### src/rtl/cmos_capture_if.sv
// Sensor DVP inputs and packed RGB565 pixel stream of the OV7725 capture block.
// master: sensor/stimulus side; slave: cmos_capture_data.
interface cmos_capture_if;
    logic        cmos_vsync;
    logic        cmos_href;
    logic [7:0]  cmos_data;
    logic        cmos_frame_vsync;
    logic        cmos_frame_href;
    logic        cmos_frame_clken;
    logic [15:0] cmos_frame_data;
    logic        cmos_frame_ready;
    logic [1:0]  cmos_size_err;

    modport master (
        output cmos_vsync, cmos_href, cmos_data,
        input  cmos_frame_vsync, cmos_frame_href, cmos_frame_clken,
        input  cmos_frame_data, cmos_frame_ready, cmos_size_err
    );

    modport slave (
        input  cmos_vsync, cmos_href, cmos_data,
        output cmos_frame_vsync, cmos_frame_href, cmos_frame_clken,
        output cmos_frame_data, cmos_frame_ready, cmos_size_err
    );
endinterface

### src/rtl/cmos_capture_data.sv
// OV7725 DVP capture: waits for config, skips FRAME_SKIP frames, packs bytes into RGB565.
// Define CAPTURE_SIZE_CHK_EN to enable sticky line/frame size checking on cmos_size_err.
module cmos_capture_data #(
    parameter int FRAME_SKIP = 10,
    parameter int IMG_HDISP  = 640,
    parameter int IMG_VDISP  = 480
) (
    input  logic clk,
    input  logic rst,
    input  logic cmos_config_done,
    cmos_capture_if.slave bus
);

    typedef enum logic [1:0] {WAIT_CFG, SKIP, RUN} state_t;

    state_t      state;
    state_t      state_nxt;
    logic        run_ok;

    logic        vsync_p1;
    logic        href_p1;
    logic [7:0]  data_p1;
    logic        vsync_p2;
    logic        href_p2;
    logic        phase_p1;
    logic [7:0]  hi_p1;
    logic [7:0]  frame_cnt;
    logic        vsync_rise;
    logic        pix_done;

    logic        fvsync_p2;
    logic        fhref_p2;
    logic        vld_p2;
    logic        ready_p2;
    logic [15:0] pix_p2;

    generate
        if (FRAME_SKIP < 1 || FRAME_SKIP > 255 || IMG_HDISP < 1 || IMG_VDISP < 1) begin : g_bad_param
            $error("cmos_capture_data: parameter out of range");
        end
    endgenerate

    // Stage 1: raw sensor signals, plus one-cycle history for edge detection
    always_ff @(posedge clk or posedge rst) begin
        if (rst) begin
            vsync_p1 <= 1'b0;
            href_p1  <= 1'b0;
            vsync_p2 <= 1'b0;
            href_p2  <= 1'b0;
            phase_p1 <= 1'b0;
        end else begin
            vsync_p1 <= bus.cmos_vsync;
            href_p1  <= bus.cmos_href;
            vsync_p2 <= vsync_p1;
            href_p2  <= href_p1;
            phase_p1 <= href_p1 ? ~phase_p1 : 1'b0;
        end
    end

    always_ff @(posedge clk) begin
        data_p1 <= bus.cmos_data;
        if (href_p1 && !phase_p1)
            hi_p1 <= data_p1;
    end

    assign vsync_rise = vsync_p1 & ~vsync_p2;
    assign pix_done   = href_p1 & phase_p1;

    always_ff @(posedge clk or posedge rst) begin
        if (rst)
            state <= WAIT_CFG;
        else
            state <= state_nxt;
    end

    always_comb begin
        state_nxt = state;
        unique case (state)
            WAIT_CFG: if (cmos_config_done) state_nxt = SKIP;
            SKIP: begin
                if (!cmos_config_done)
                    state_nxt = WAIT_CFG;
                else if (vsync_rise && frame_cnt == 8'(FRAME_SKIP))
                    state_nxt = RUN;
            end
            RUN:      if (!cmos_config_done) state_nxt = WAIT_CFG;
            default:  state_nxt = WAIT_CFG;
        endcase
    end

    // Dropping config_done gates the stream on the very next edge, so a mid-line abort never emits a pixel
    always_comb begin
        run_ok = (state == RUN) && cmos_config_done;
    end

    always_ff @(posedge clk or posedge rst) begin
        if (rst)
            frame_cnt <= 8'd0;
        else if (state == WAIT_CFG)
            frame_cnt <= 8'd0;
        else if (state == SKIP && vsync_rise && frame_cnt != 8'hFF)
            frame_cnt <= frame_cnt + 8'd1;
    end

    // Stage 2: output register, syncs aligned with the completed pixel
    always_ff @(posedge clk or posedge rst) begin
        if (rst) begin
            fvsync_p2 <= 1'b0;
            fhref_p2  <= 1'b0;
            vld_p2    <= 1'b0;
            ready_p2  <= 1'b0;
            pix_p2    <= 16'd0;
        end else begin
            fvsync_p2 <= vsync_p1 & run_ok;
            fhref_p2  <= href_p1 & run_ok;
            vld_p2    <= pix_done & run_ok;
            ready_p2  <= run_ok;
            if (pix_done && run_ok)
                pix_p2 <= {hi_p1, data_p1};
        end
    end

    assign bus.cmos_frame_vsync = fvsync_p2;
    assign bus.cmos_frame_href  = fhref_p2;
    assign bus.cmos_frame_clken = vld_p2;
    assign bus.cmos_frame_data  = pix_p2;
    assign bus.cmos_frame_ready = ready_p2;

`ifdef CAPTURE_SIZE_CHK_EN
    logic        href_fall;
    logic [10:0] pix_cnt;
    logic [9:0]  line_cnt;
    logic [1:0]  size_err;

    assign href_fall = ~href_p1 & href_p2;

    // phase_p1 still holds the line's byte parity on the href-fall cycle
    always_ff @(posedge clk or posedge rst) begin
        if (rst) begin
            pix_cnt  <= 11'd0;
            line_cnt <= 10'd0;
            size_err <= 2'b00;
        end else if (state != RUN) begin
            pix_cnt  <= 11'd0;
            line_cnt <= 10'd0;
            if (state == WAIT_CFG)
                size_err <= 2'b00;
        end else begin
            if (href_fall)
                pix_cnt <= 11'd0;
            else if (pix_done && run_ok)
                pix_cnt <= pix_cnt + 11'd1;
            if (vsync_rise)
                line_cnt <= 10'd0;
            else if (href_fall)
                line_cnt <= line_cnt + 10'd1;
            if (href_fall && (pix_cnt != 11'(IMG_HDISP) || phase_p1))
                size_err[0] <= 1'b1;
            if (vsync_rise && line_cnt != 10'(IMG_VDISP))
                size_err[1] <= 1'b1;
        end
    end

    assign bus.cmos_size_err = size_err;
`else
    assign bus.cmos_size_err = 2'b00;
`endif

endmodule
### src/flat_wrapper.sv
// flat-port wrapper written by rule: the top's interface ports become plain ports
module cmos_capture_data_flat 
#(
    parameter int FRAME_SKIP = 10,
    parameter int IMG_HDISP  = 640,
    parameter int IMG_VDISP  = 480
)
  (clk, rst, cmos_config_done, bus_cmos_vsync, bus_cmos_href, bus_cmos_data, bus_cmos_frame_vsync, bus_cmos_frame_href, bus_cmos_frame_clken, bus_cmos_frame_data, bus_cmos_frame_ready, bus_cmos_size_err);
  cmos_capture_if bus_i ();
  input  logic clk;
  input  logic rst;
  input  logic cmos_config_done;
  input wire logic [$bits(bus_i.cmos_vsync)-1:0] bus_cmos_vsync;
  input wire logic [$bits(bus_i.cmos_href)-1:0] bus_cmos_href;
  input wire logic [$bits(bus_i.cmos_data)-1:0] bus_cmos_data;
  output wire logic [$bits(bus_i.cmos_frame_vsync)-1:0] bus_cmos_frame_vsync;
  output wire logic [$bits(bus_i.cmos_frame_href)-1:0] bus_cmos_frame_href;
  output wire logic [$bits(bus_i.cmos_frame_clken)-1:0] bus_cmos_frame_clken;
  output wire logic [$bits(bus_i.cmos_frame_data)-1:0] bus_cmos_frame_data;
  output wire logic [$bits(bus_i.cmos_frame_ready)-1:0] bus_cmos_frame_ready;
  output wire logic [$bits(bus_i.cmos_size_err)-1:0] bus_cmos_size_err;
  assign bus_i.cmos_vsync = bus_cmos_vsync;
  assign bus_i.cmos_href = bus_cmos_href;
  assign bus_i.cmos_data = bus_cmos_data;
  assign bus_cmos_frame_vsync = bus_i.cmos_frame_vsync;
  assign bus_cmos_frame_href = bus_i.cmos_frame_href;
  assign bus_cmos_frame_clken = bus_i.cmos_frame_clken;
  assign bus_cmos_frame_data = bus_i.cmos_frame_data;
  assign bus_cmos_frame_ready = bus_i.cmos_frame_ready;
  assign bus_cmos_size_err = bus_i.cmos_size_err;
  cmos_capture_data #(.FRAME_SKIP(FRAME_SKIP), .IMG_HDISP(IMG_HDISP), .IMG_VDISP(IMG_VDISP)) u_core (.clk(clk), .rst(rst), .cmos_config_done(cmos_config_done), .bus(bus_i));
endmodule
### config.mk
export PLATFORM = sky130hd
export DESIGN_NAME = cmos_capture_data_flat
export DESIGN_NICKNAME = d
export VERILOG_FILES = /design/src/rtl/cmos_capture_if.sv /design/src/rtl/cmos_capture_data.sv /design/src/flat_wrapper.sv
export SDC_FILE = /design/constraint.sdc
export NUM_CORES = 1
export LEC_CHECK = 0
export ABC_AREA = 1
export CAP_MARGIN = 20
export CORE_MARGIN = 4
export CORE_UTILIZATION = 35
export CTS_CLUSTER_SIZE = 30
export DETAILED_ROUTE_END_ITERATION = 16
export PLACE_DENSITY_LB_ADDON = 0.05
export SYNTH_ARGS = -nofsm -noshare
export SYNTH_HDL_FRONTEND = slang
export SYNTH_SLANG_ARGS = --single-unit
export TNS_END_PERCENT = 100
### constraint.sdc
create_clock -name clk -period 1.2 [get_ports clk]
set_input_delay 0.24 -clock clk [delete_from_list [all_inputs] [get_ports clk]]
set_output_delay 0.24 -clock clk [all_outputs]
set_load 0.005 [all_outputs]
==> summary.txt, run 1 <==
Worst setup path
  – Buf/Inv on CP: 1
  – RR Startpoint: u_core.frame_cnt[0]
  – Nature of the critical path endpoint: flop
  – Critical path class: reg -> reg
  – Critical path's top delay family: simple AND/OR/NAND/NOR gates
  – Most used cell along the critical path: nand2_4
  – Reg-to-reg slack, setup: -0.11 ns
  – Worst R2R End: u_core.frame_cnt[5]
  – Critical Path RT: 1.39 ns
  – Crit-path cells: ha_4, nand2_4, nor2_4, nand2_2, nand2_4, buf_6, nor3_4, nor2_1
  – Data arrival at the endpoint of the critical path: 1.50 ns
  – CP max FO: 3
  – Startpoint Class: flop
  – R2R depth: 8
  – Crit-path max cell delay: 0.43 ns
  – CP max stage cell: dfrtp_1

Pwr
  – Combinational power share: 6.0%
  – P_sw: 0.693 mW
  – Max VDD drop: 0.000684 V
  – PD cells: 1110 mW/mm^2
  – Clk pwr share: 38.7%
  – Switching share of total power: 21.4%
  – Leakage power: 1.42 nW
  – Register share of total power: 55.4%
  – Total power: 3.25 mW
  – Cell-internal power: 2.55 mW

STA
  – Post-route setup slack: -0.111 ns
  – # setup viols final: 21
  – Final worst-path cycle share: 109%
  – Post-layout min period: 1.31 ns
  – Final hold vios: 0
  – Setup TNS: -0.942 ns
  – F_max: 0.763 GHz
  – Final slew viol count: 0
  – Clock skew: 0.00744 ns
  – RSZ-0062 raised after global routing: yes

Synth
  – Synth Instances: 200
  – Post-synth ARST share: 68.0%
  – Synth Register Bits: 50
  – Yosys Warn Count: 0
  – Yosys cell types: 23
  – EDFF count, synth: 8
  – Main synth FF type: dfrtp_1
  – Synthesized area per cell: 9.59 sq um
  – Syn Std Cell Area: 0.00192 sq mm
  – Sequential element share of the synthesized area: 65.2%

Layout
  – Most frequent cells in the layout: 53 x nand2_1, 32 x dfrtp_1, 28 x buf_4
  – Final Non-Filler Cells: 343
  – Finished Cell Area: 0.00292 sq mm
  – Final net count: 287
  – Commonest non-fill, non-tap cell in the layout: nand2_1
  – ANT cells: 0
  – Share of layout cells above drive strength 1: 34.4%
  – Area grow syn2layout: 52.1%

Placement
  – Area after detailed placement: 0.00246 sq mm
  – Detailed placement HPWL: 2.60 mm
  – IO Port Bufs: 32
  – RePlAce Congestion: 0.791
  – Placed cells: 318

Routing
  – DR iter-0 viols: 55
  – Drt wl/cell: 11.6 microns
  – Post-Route WL: 3.99 mm
  – Vias per std cell: 4.37
  – Antenna Nets Post-Route: 0
  – Remaining DRCs: 0
  – DR vias: 1500
  – First-pass DRT Iterations: 4

Die
  – Die X: 82.0 microns
  – DIE AREA: 0.00673 sq mm
  – Die height: 82.0 microns
  – Num rows: 26
  – Initial Util: 36.9%
  – Core Region: 0.00520 sq mm
  – IO Pins: 35

Global routing
  – Antenna violations before repair: 0
  – Gr usage total: 13.5%
  – GR Layer Usage met1: 16.6%
  – Met3 track demand over resource: 3.29%
  – First-pass GRT wire length: 6.86 mm
  – Largest net degree at the start of global routing: 35
  – Gr ovfl total: 0
  – Met2 Resource Use GR: 23.0%
  – Vias in the first global route: 1526
  – Busiest grt layer: met2

Flow run
  – Max_cap viols: 0

CTS
  – TritonCTS buffer count: 5
  – Worst skew pair latency: 0.30 ns
  – Htree depth: 2
  – CTS tree: done
  – Max Root-Sink Buffers: 2
  – Root buffer cell: clkbuf_8
  – CTS sink count: 50
  – Clock slew seen by the registers of the worst setup and hold paths: 0.09 ns

Min path
  – Worst Hold Class: in -> async

Run status
  – Outcome: complete, but fails checks
  – Failing checks: negative setup slack
[state kept, by name (all words and copies together), names as in the netlist]
name and flops:
u_core.bus.cmos_frame_data 16, u_core.data_p1 8, u_core.frame_cnt 8, u_core.hi_p1 8, u_core.state 2, u_core.bus.cmos_frame_clken 1
u_core.bus.cmos_frame_href 1, u_core.bus.cmos_frame_ready 1, u_core.bus.cmos_frame_vsync 1, u_core.href_p1 1, u_core.phase_p1 1, u_core.vsync_p1 1
u_core.vsync_p2 1
[worst register-to-register path, cell delays in order, from the launching register on]
cell,delay [ns]
dfrtp_1,0.43
ha_4,0.19
nand2_4,0.07
nor2_4,0.05
nand2_2,0.09
nand2_4,0.09
buf_6,0.14
nor3_4,0.10
nor2_1,0.06
[power by group through the flow]
stage | logic, mW | registers [mW] | clock network, mW
2_1_floorplan | 0.0663 | 1.82 | 0
3_3_place_gp | 0.164 | 1.83 | 0
3_5_place_dp | 0.165 | 1.83 | 0
4_1_cts | 0.175 | 1.79 | 1.30
5_1_grt | 0.217 | 1.80 | 1.35
6_report | 0.194 | 1.80 | 1.26
[what timing repair did]
item	in CTS	in global routing
pin swaps	19	15
setup buffers	8	9
setup endpoints to repair	46	34
cloned	1	0
gates resized for setup	75	32
hold buffers	0	0
[area by class of cell]
| type | instances | area [sq um] |
|---|---|---|
| timing repair buffer | 68 | 621 |
| inverter | 20 | 97.6 |
| tap | 70 | 87.6 |
| clock inverter | 2 | 38.8 |
| multi-input combinational | 127 | 736 |
| clock buffer | 6 | 82.6 |
| fill | 481 | 2290 |
| sequential | 50 | 1250 |
[metrics by stage]
step | setup WS [ns] | util (%) | hold WS [ns]
5_1_grt | -0.179 | 56.0 | 0.313
4_1_cts | -0.0816 | 52.9 | 0.293
3_3_place_gp | -0.301 | 47.3 | 0.404
3_5_place_dp | -0.324 | 47.3 | 0.402
2_1_floorplan | -0.0181 | - | 0.268
6_report | -0.111 | 56.0 | 0.282
[Yosys cell counts (3+ instances only)]
library cell | n | area [sq um]
inv_1 | 17 | 63.8
nor3_1 | 3 | 15.0
dfxtp_1 | 8 | 160
dfrtp_1 | 34 | 851
o21ai_0 | 4 | 20.0
nand3_1 | 8 | 40.0
nor2_1 | 18 | 67.6
edfxtp_1 | 8 | 240
nand2_1 | 80 | 300
[routing by layer]
layer  share of wire (%)  vias to the layer above  routed length [microns]
li1                    -                      757                        -
met1                  44                      717                     1770
met2                  51                       24                     2050
met3                 3.6                        2                      145
met4                0.73                        0                       29
met5                   0                        -                        0
[worst max-delay path by stage]
stage | from | to | slack [ns] | cells after the start
final | u_core.frame_cnt[0] | u_core.frame_cnt[5] | -0.11 | 8
after global routing | u_core.frame_cnt[0] | u_core.frame_cnt[5] | -0.18 | 8
after CTS | u_core.frame_cnt[0] | u_core.frame_cnt[6] | -0.08 | 9
after detailed placement | cmos_config_done | u_core.bus.cmos_frame_data[2] | -0.32 | 7
after global placement | cmos_config_done | u_core.bus.cmos_frame_data[5] | -0.30 | 7
after floorplan | u_core.frame_cnt[1] | u_core.frame_cnt[4] | -0.02 | 8
[logic make-up after synthesis]
group | Yosys count | synth area share (%)
xor+xnor | 1 | 0.457
buf+inv | 24 | 5.80
flops | 50 | 65.2
compound gates | 7 | 1.89
fa+ha+maj | 2 | 1.30
simple gates | 115 | 25.1
other cells | 1 | 0.196
Note: power is estimated with default switching activity, not from simulation.
==> run 2, diff against run 1 <==
--- a/config.mk
+++ b/config.mk
@@ -15,4 +15,3 @@
 export SYNTH_ARGS = -nofsm -noshare
 export SYNTH_HDL_FRONTEND = slang
 export SYNTH_SLANG_ARGS = --single-unit
-export TNS_END_PERCENT = 100
==> results of run 2 <==
Same layout as run 1: the final DEF is identical, and so are final timing and power.
